==> src/rtl/fft_mdc_stage.sv <==
// Radix-2 DIF butterfly stage for the MDC FFT: buffers half a frame, then emits (a+b, (a-b)*W[k]) pairs.
// Latency: each butterfly pair is registered one cycle after its second-half input sample is accepted.
// Backpressure: none; one sample per cycle, gaps in in_valid simply stall the frame counter and delay line.
module fft_mdc_stage #(
  parameter int WIDTH    = 9,
  parameter int DEPTH    = 16,
  parameter int TW_WIDTH = 9,
  parameter int TW_FRAC  = 7,
  parameter int SCALE    = 0,
  localparam int AW      = $clog2(DEPTH)
) (
  input  logic                clk,
  input  logic                rst,
  input  logic                in_valid,
  input  logic                in_sof,
  input  logic [WIDTH-1:0]    in_re,
  input  logic [WIDTH-1:0]    in_im,
  output logic [AW-1:0]       tw_idx,
  input  logic [TW_WIDTH-1:0] tw_re,
  input  logic [TW_WIDTH-1:0] tw_im,
  output logic                out_valid,
  output logic                out_sof,
  output logic [WIDTH-1:0]    out_up_re,
  output logic [WIDTH-1:0]    out_up_im,
  output logic [WIDTH-1:0]    out_lo_re,
  output logic [WIDTH-1:0]    out_lo_im,
  output logic                ovf,
  input  logic                ovf_clr
);

  localparam int CW = AW + 1;                 // frame counter spans 0..2*DEPTH-1
  localparam int SW = WIDTH + 1;              // butterfly sum/difference width
  localparam int PW = SW + TW_WIDTH + 1;      // complex product accumulator width

  localparam logic [1:0] ST_IDLE = 2'd0;
  localparam logic [1:0] ST_FILL = 2'd1;
  localparam logic [1:0] ST_BFLY = 2'd2;

  localparam logic signed [PW-1:0] RND    = PW'(2 ** (TW_FRAC - 1));
  localparam logic signed [PW-1:0] SAT_HI = PW'(2 ** (WIDTH - 1) - 1);
  localparam logic signed [PW-1:0] SAT_LO = PW'(-(2 ** (WIDTH - 1)));

  logic [1:0]    state_q, state_d;
  logic [CW-1:0] cnt_q, cnt_d;

  logic signed [WIDTH-1:0] dl_re_q [DEPTH];
  logic signed [WIDTH-1:0] dl_im_q [DEPTH];

  logic bfly_fire;

  // Next frame position: in_sof always restarts (sample taken as cnt=0), otherwise advance on accepted samples.
  always_comb begin
    state_d = state_q;
    cnt_d   = cnt_q;
    if (in_valid && in_sof) begin
      state_d = ST_FILL;
      cnt_d   = CW'(1);
    end else if (in_valid && state_q != ST_IDLE) begin
      if (cnt_q == CW'(2 * DEPTH - 1)) begin
        state_d = ST_FILL;
        cnt_d   = '0;
      end else begin
        cnt_d   = cnt_q + CW'(1);
        state_d = (cnt_q == CW'(DEPTH - 1)) ? ST_BFLY : state_q;
      end
    end
  end

  // Frame state register.
  always_ff @(posedge clk) begin
    if (rst) begin
      state_q <= ST_IDLE;
      cnt_q   <= '0;
    end else begin
      state_q <= state_d;
      cnt_q   <= cnt_d;
    end
  end

  // Delay line shifts only on accepted samples so that gaps never disturb the a/b pairing.
  always_ff @(posedge clk) begin
    if (in_valid) begin
      dl_re_q[0] <= $signed(in_re);
      dl_im_q[0] <= $signed(in_im);
      for (int i = 1; i < DEPTH; i++) begin
        dl_re_q[i] <= dl_re_q[i-1];
        dl_im_q[i] <= dl_im_q[i-1];
      end
    end
  end

  // A restarting sample never forms a pair, even when it arrives in the second half.
  assign bfly_fire = in_valid && !in_sof && (state_q == ST_BFLY);
  assign tw_idx    = (state_q == ST_BFLY) ? cnt_q[AW-1:0] : '0;

  // Round-half-up halving when SCALE is set; the extra guard bit absorbs the +1 at the positive extreme.
  function automatic logic signed [SW-1:0] bfly_scale(input logic signed [SW:0] x);
    logic signed [SW:0] t;
    t = x + $signed((SW+1)'(1));
    if (SCALE != 0) return SW'(t >>> 1);
    return SW'(x);
  endfunction

  // Clamp to the output range; the top bit of the result flags a clamp.
  function automatic logic [WIDTH:0] sat(input logic signed [PW-1:0] x);
    if (x > SAT_HI) return {1'b1, SAT_HI[WIDTH-1:0]};
    if (x < SAT_LO) return {1'b1, SAT_LO[WIDTH-1:0]};
    return {1'b0, x[WIDTH-1:0]};
  endfunction

  logic signed [WIDTH-1:0]    a_re, a_im, b_re, b_im;
  logic signed [TW_WIDTH-1:0] w_re, w_im;
  logic signed [SW-1:0]       s_re, s_im, d_re, d_im;
  logic signed [PW-1:0]       p_re, p_im;
  logic [WIDTH:0]             up_re_s, up_im_s, lo_re_s, lo_im_s;
  logic                       sat_hit;
  logic                       ovf_q, ovf_d;

  assign a_re = dl_re_q[DEPTH-1];
  assign a_im = dl_im_q[DEPTH-1];
  assign b_re = $signed(in_re);
  assign b_im = $signed(in_im);
  assign w_re = $signed(tw_re);
  assign w_im = $signed(tw_im);

  assign s_re = bfly_scale((SW+1)'(a_re) + (SW+1)'(b_re));
  assign s_im = bfly_scale((SW+1)'(a_im) + (SW+1)'(b_im));
  assign d_re = bfly_scale((SW+1)'(a_re) - (SW+1)'(b_re));
  assign d_im = bfly_scale((SW+1)'(a_im) - (SW+1)'(b_im));

  // The multiplier sees the unsaturated difference; only the final results are clamped.
  assign p_re = PW'(d_re) * PW'(w_re) - PW'(d_im) * PW'(w_im) + RND;
  assign p_im = PW'(d_re) * PW'(w_im) + PW'(d_im) * PW'(w_re) + RND;

  assign up_re_s = sat(PW'(s_re));
  assign up_im_s = sat(PW'(s_im));
  assign lo_re_s = sat(p_re >>> TW_FRAC);
  assign lo_im_s = sat(p_im >>> TW_FRAC);
  assign sat_hit = up_re_s[WIDTH] | up_im_s[WIDTH] | lo_re_s[WIDTH] | lo_im_s[WIDTH];

  // Sticky overflow: a clamp on a produced pair wins over a same-cycle clear.
  always_comb begin
    ovf_d = ovf_q;
    if (bfly_fire && sat_hit) ovf_d = 1'b1;
    else if (ovf_clr)         ovf_d = 1'b0;
  end

  logic             out_valid_q, out_sof_q;
  logic [WIDTH-1:0] up_re_q, up_im_q, lo_re_q, lo_im_q;

  // Output pair register; data holds its last value between pairs.
  always_ff @(posedge clk) begin
    if (rst) begin
      out_valid_q <= 1'b0;
      out_sof_q   <= 1'b0;
      up_re_q     <= '0;
      up_im_q     <= '0;
      lo_re_q     <= '0;
      lo_im_q     <= '0;
      ovf_q       <= 1'b0;
    end else begin
      out_valid_q <= bfly_fire;
      out_sof_q   <= bfly_fire && (cnt_q[AW-1:0] == '0);
      ovf_q       <= ovf_d;
      if (bfly_fire) begin
        up_re_q <= up_re_s[WIDTH-1:0];
        up_im_q <= up_im_s[WIDTH-1:0];
        lo_re_q <= lo_re_s[WIDTH-1:0];
        lo_im_q <= lo_im_s[WIDTH-1:0];
      end
    end
  end

  assign out_valid = out_valid_q;
  assign out_sof   = out_sof_q;
  assign out_up_re = up_re_q;
  assign out_up_im = up_im_q;
  assign out_lo_re = lo_re_q;
  assign out_lo_im = lo_im_q;
  assign ovf       = ovf_q;

endmodule

==> config.mk <==
export PLATFORM = sky130hd
export DESIGN_NAME = fft_mdc_stage
export DESIGN_NICKNAME = d
export VERILOG_FILES = /design/src/rtl/fft_mdc_stage.sv
export SDC_FILE = /design/constraint.sdc
export NUM_CORES = 1
export LEC_CHECK = 0
export ABC_AREA = 1
export CAP_MARGIN = 20
export CORE_UTILIZATION = 64
export CTS_CLUSTER_DIAMETER = 60
export DETAILED_ROUTE_END_ITERATION = 10
export PLACE_DENSITY_LB_ADDON = 0.05
export SLEW_MARGIN = 30
export SYNTH_ARGS = -nofsm -noshare
export SYNTH_HDL_FRONTEND = slang
export SYNTH_SLANG_ARGS = --single-unit
==> constraint.sdc <==
create_clock -name clk -period 10.5 [get_ports clk]
set_input_delay 1.05 -clock clk [delete_from_list [all_inputs] [get_ports clk]]
set_output_delay 1.05 -clock clk [all_outputs]
set_load 0.05 [all_outputs]
==> run_results.csv <==
group,metric,value,unit
status,status,"finished, violations left",
status,violations,"design-rule violations",
setup_path,startpoint_type,"primary input",
synthesis,synth_area_leaders,"edfxtp_1 (32%), fa_1 (28%), ha_1 (9.5%)",
synthesis,ys_types,49,
floorplan,io_pins,84,
global_routing,grt_pass1_wl,100,mm
clock_tree,cts-hold-fix-buffers,0,
sta,max_slew_margin,0.299,
hold_path,hold_end,"dl_im_q[0][21]",
synthesis,syn_inst,2570,
hold_path,hold_class,"flip-flop to flip-flop",
setup_path,cp.arrival,9.89,ns
finish,finalNetCount,3278,
synthesis,syn-cell-area,26900,µm²
synthesis,yosysTopAreaCellShare,0.322,
floorplan,rows,74,
flow_run,cap_violations,0,
detailed_routing,drt_pre_antenna_iters,9,
synthesis,synth_compound_area_frac,0.0387,
clock_tree,clock_sinks,334,
setup_path,crit_path_frequent_cell,"nand2_1",
place,gp_congestion,0.945,
clock_tree,clkTransAtPathRegs,0.06,ns
global_routing,grt_pass1_vias,18700,
detailed_routing,drt_wl_total,63.2,mm
place,dp_hpwl,47.8,mm
clock_tree,clk_latency,0.56,ns
detailed_routing,avgViaCountPerCell,5.53,
detailed_routing,detail_route.wl_per_cell,19.6,µm
synthesis,synth_seq_area_share,0.356,
synthesis,synth_edf_count,288,
detailed_routing,drtAntennaViolNets,0,
clock_tree,clk_path_buf_depth,3,
finish,antennaDiodeCount,0,
clock_tree,post_cts_resized,0,
synthesis,synth_top_family_by_area,"adder cells",
sta,period_minus_slack,9.45,ns
clock_tree,cts_root_buf,"clkbuf_16",
finish,multi_input_area,14900,µm²
setup_path,reg2reg_from,"dl_im_q[1][63]",
synthesis,synthMuxAreaShare,0,
clock_tree,ctsHtreeMaxLevel,2,
sta,tightest_slew,1.05,ns
sta,rsz0062_at_grt,"false",
finish,nFillCells,2970,
synthesis,synth-xor-area-share,0.0182,
sta,fin_skew,0.0201,ns
synthesis,synthArstFlopShare,0,
synthesis,yosys.area_share.simple,0.124,
setup_path,worstPathMaxFanout,11,
finish,postLayoutCoreUtil,0.718,
setup_path,cp.required,10.94,ns
clock_tree,numCtsBuffers,38,
hold_path,min_from,"dl_im_q[0][12]",
hold_path,holdPathStages,0,
global_routing,antenna_found_initial,0,
sta,max_freq,106,MHz
floorplan,initial_core_util,0.653,
global_routing,grt-ovfl-total,0,
detailed_routing,drcViolationCount,5,
synthesis,synth-adder-area-share,0.374,
detailed_routing,drt-initial-drc-count,1280,
clock_tree,post_cts_buffers,0,
synthesis,synth-main-ff-cell,"edfxtp_1",
setup_path,end_kind,"flip-flop",
setup_path,r2r_end,"ovf",
sta,hold_violations,0,
setup_path,crit_type,"primary input to flip-flop",
synthesis,synth_seq_cells,334,
setup_path,reg2reg_depth,41,
floorplan,core_region_area,41100,µm²
setup_path,cp_slowest_stage_delay,0.63,ns
sta,finalCritPeriodShare,0.900,
sta,setup_tns,0,ns
place,portBuffers,83,
global_routing,grt_max_degree,129,
global_routing,track_usage,0.315,
synthesis,synth.avg_cell_area,10.5,µm²
detailed_routing,vias,17800,
synthesis,yosysTopAreaCell,"edfxtp_1",
finish,register_area,9570,µm²
finish,area_delta_synth_final,9.85,%
setup_path,rrSetupSlack,1.78,ns
clock_tree,tritoncts,"yes",
floorplan,die_area,42800,µm²
floorplan,dieWidth,207,µm
synthesis,syn_nets,3190,
floorplan,dieHeight,207,µm
setup_path,crit_slowest_cell,"clkdlybuf4s50_1",
sta,setup_viol,0,
synthesis,synth_warnings,0,
finish,layout-drive-gt1-share,0.0495,
sta,finalMaxSlewViolations,0,
==> synthesized netlist by cell type, types with 3 or more instances <==
| cell type | instances |
|---|---|
| a211oi_1 | 3 |
| a21o_1 | 3 |
| a21oi_1 | 89 |
| a31oi_1 | 9 |
| buf_2 | 3 |
| buf_4 | 4 |
| clkbuf_1 | 44 |
| clkinv_1 | 7 |
| dfxtp_1 | 46 |
| edfxtp_1 | 288 |
| fa_1 | 374 |
| ha_1 | 205 |
| inv_1 | 556 |
| inv_2 | 8 |
| nand2_1 | 403 |
| nand2_2 | 8 |
| nand2_4 | 4 |
| nand3_1 | 73 |
| nand3_2 | 5 |
| nand3b_1 | 6 |
| nand4_1 | 10 |
| nor2_1 | 246 |
| nor3_1 | 8 |
| nor4_1 | 8 |
| o211ai_1 | 3 |
| o21ai_0 | 60 |
| o21bai_1 | 7 |
| or2_1 | 3 |
| or2_2 | 14 |
| xnor2_1 | 18 |
| xor2_1 | 31 |
==> layout make-up <==
class                   instances  area share
clock buffers                  46      0.0332
flip-flops and latches        334       0.324
multi-input cells            1611       0.506
inverters                     571      0.0726
well taps                     532      0.0226
repair buffers                102      0.0333
clock inverters                23     0.00831
==> kinds of logic (layout without fill, tap and decap cells) <==
kind of cell               after synthesis  after routing
AOI/OAI and AO/OA                      184            184
adders and majority gates              579            579
DFF                                    334            334
xor gates and xnor gates                52             52
and+or+nand+nor                        796            796
buffers and inverters                  625            742
==> sequential cells by signal, summed over array words and instances (netlist names) <==
register   count
dl_im_q      144
dl_re_q      144
out_lo_im      9
out_lo_re      9
out_up_im      9
out_up_re      9
cnt_q          5
state_q        2
out_sof        1
out_valid      1
ovf            1
==> layer usage <==
metal	wire length, µm	track usage	vias up
li1	-	-	8134
met3	5340	0.0739	134
met2	30000	0.513	649
met1	25600	0.413	8894
met5	0	0	-
met4	2240	0.117	0
==> metrics by stage <==
step,instance area [µm²],setup WS [ns],hold slack [ns],cells
finish,29500,1.05,0.417,3219
global route,29500,0.686,0.422,3219
CTS,29500,1.14,0.415,3219
detailed placement,28300,0.607,0.405,3150
global placement,28300,0.689,0.400,3150
floorplan,26900,2.57,0.400,2570
==> cell usage in the layout (no fill, tap or decap), types with 8 or more instances in the layout <==
cell	n
clkinv_1	11
nor4_1	8
clkdlybuf4s50_1	82
nand2_1	403
dfxtp_1	46
xnor2_1	18
nand2_2	8
fa_1	373
a31oi_1	9
inv_2	8
or2_2	14
o21ai_0	60
nand4_1	10
clkbuf_1	8
inv_1	556
xor2_1	31
ha_1	205
nor2_1	246
nand3_1	73
edfxtp_1	288
buf_4	18
a21oi_1	89
clkbuf_16	38
==> critical path: cells and delay by family <==
family                   cells  cell delay (ns)
adder cells (fa/ha/maj)     10             4.28
buffers and inverters        8             1.56
AO/OA/AOI/OAI                4             0.94
AND/OR/NAND/NOR             19             2.03
==> worst max path at each step <==
| stage | endpoint | start | slack (ns) | cells past startpoint |
|---|---|---|---|---|
| after floorplan | ovf | in_im[0] | 2.57 | 41 |
| after global placement | ovf | in_im[0] | 0.69 | 41 |
| after detailed placement | ovf | in_im[0] | 0.61 | 41 |
| after CTS | ovf | in_im[0] | 1.14 | 41 |
| after global routing | ovf | in_im[0] | 0.69 | 41 |
| final | ovf | in_im[0] | 1.05 | 41 |
Power is not shown: default switching activity piles up to over one toggle a cycle in this logic, so the estimate is an artifact.
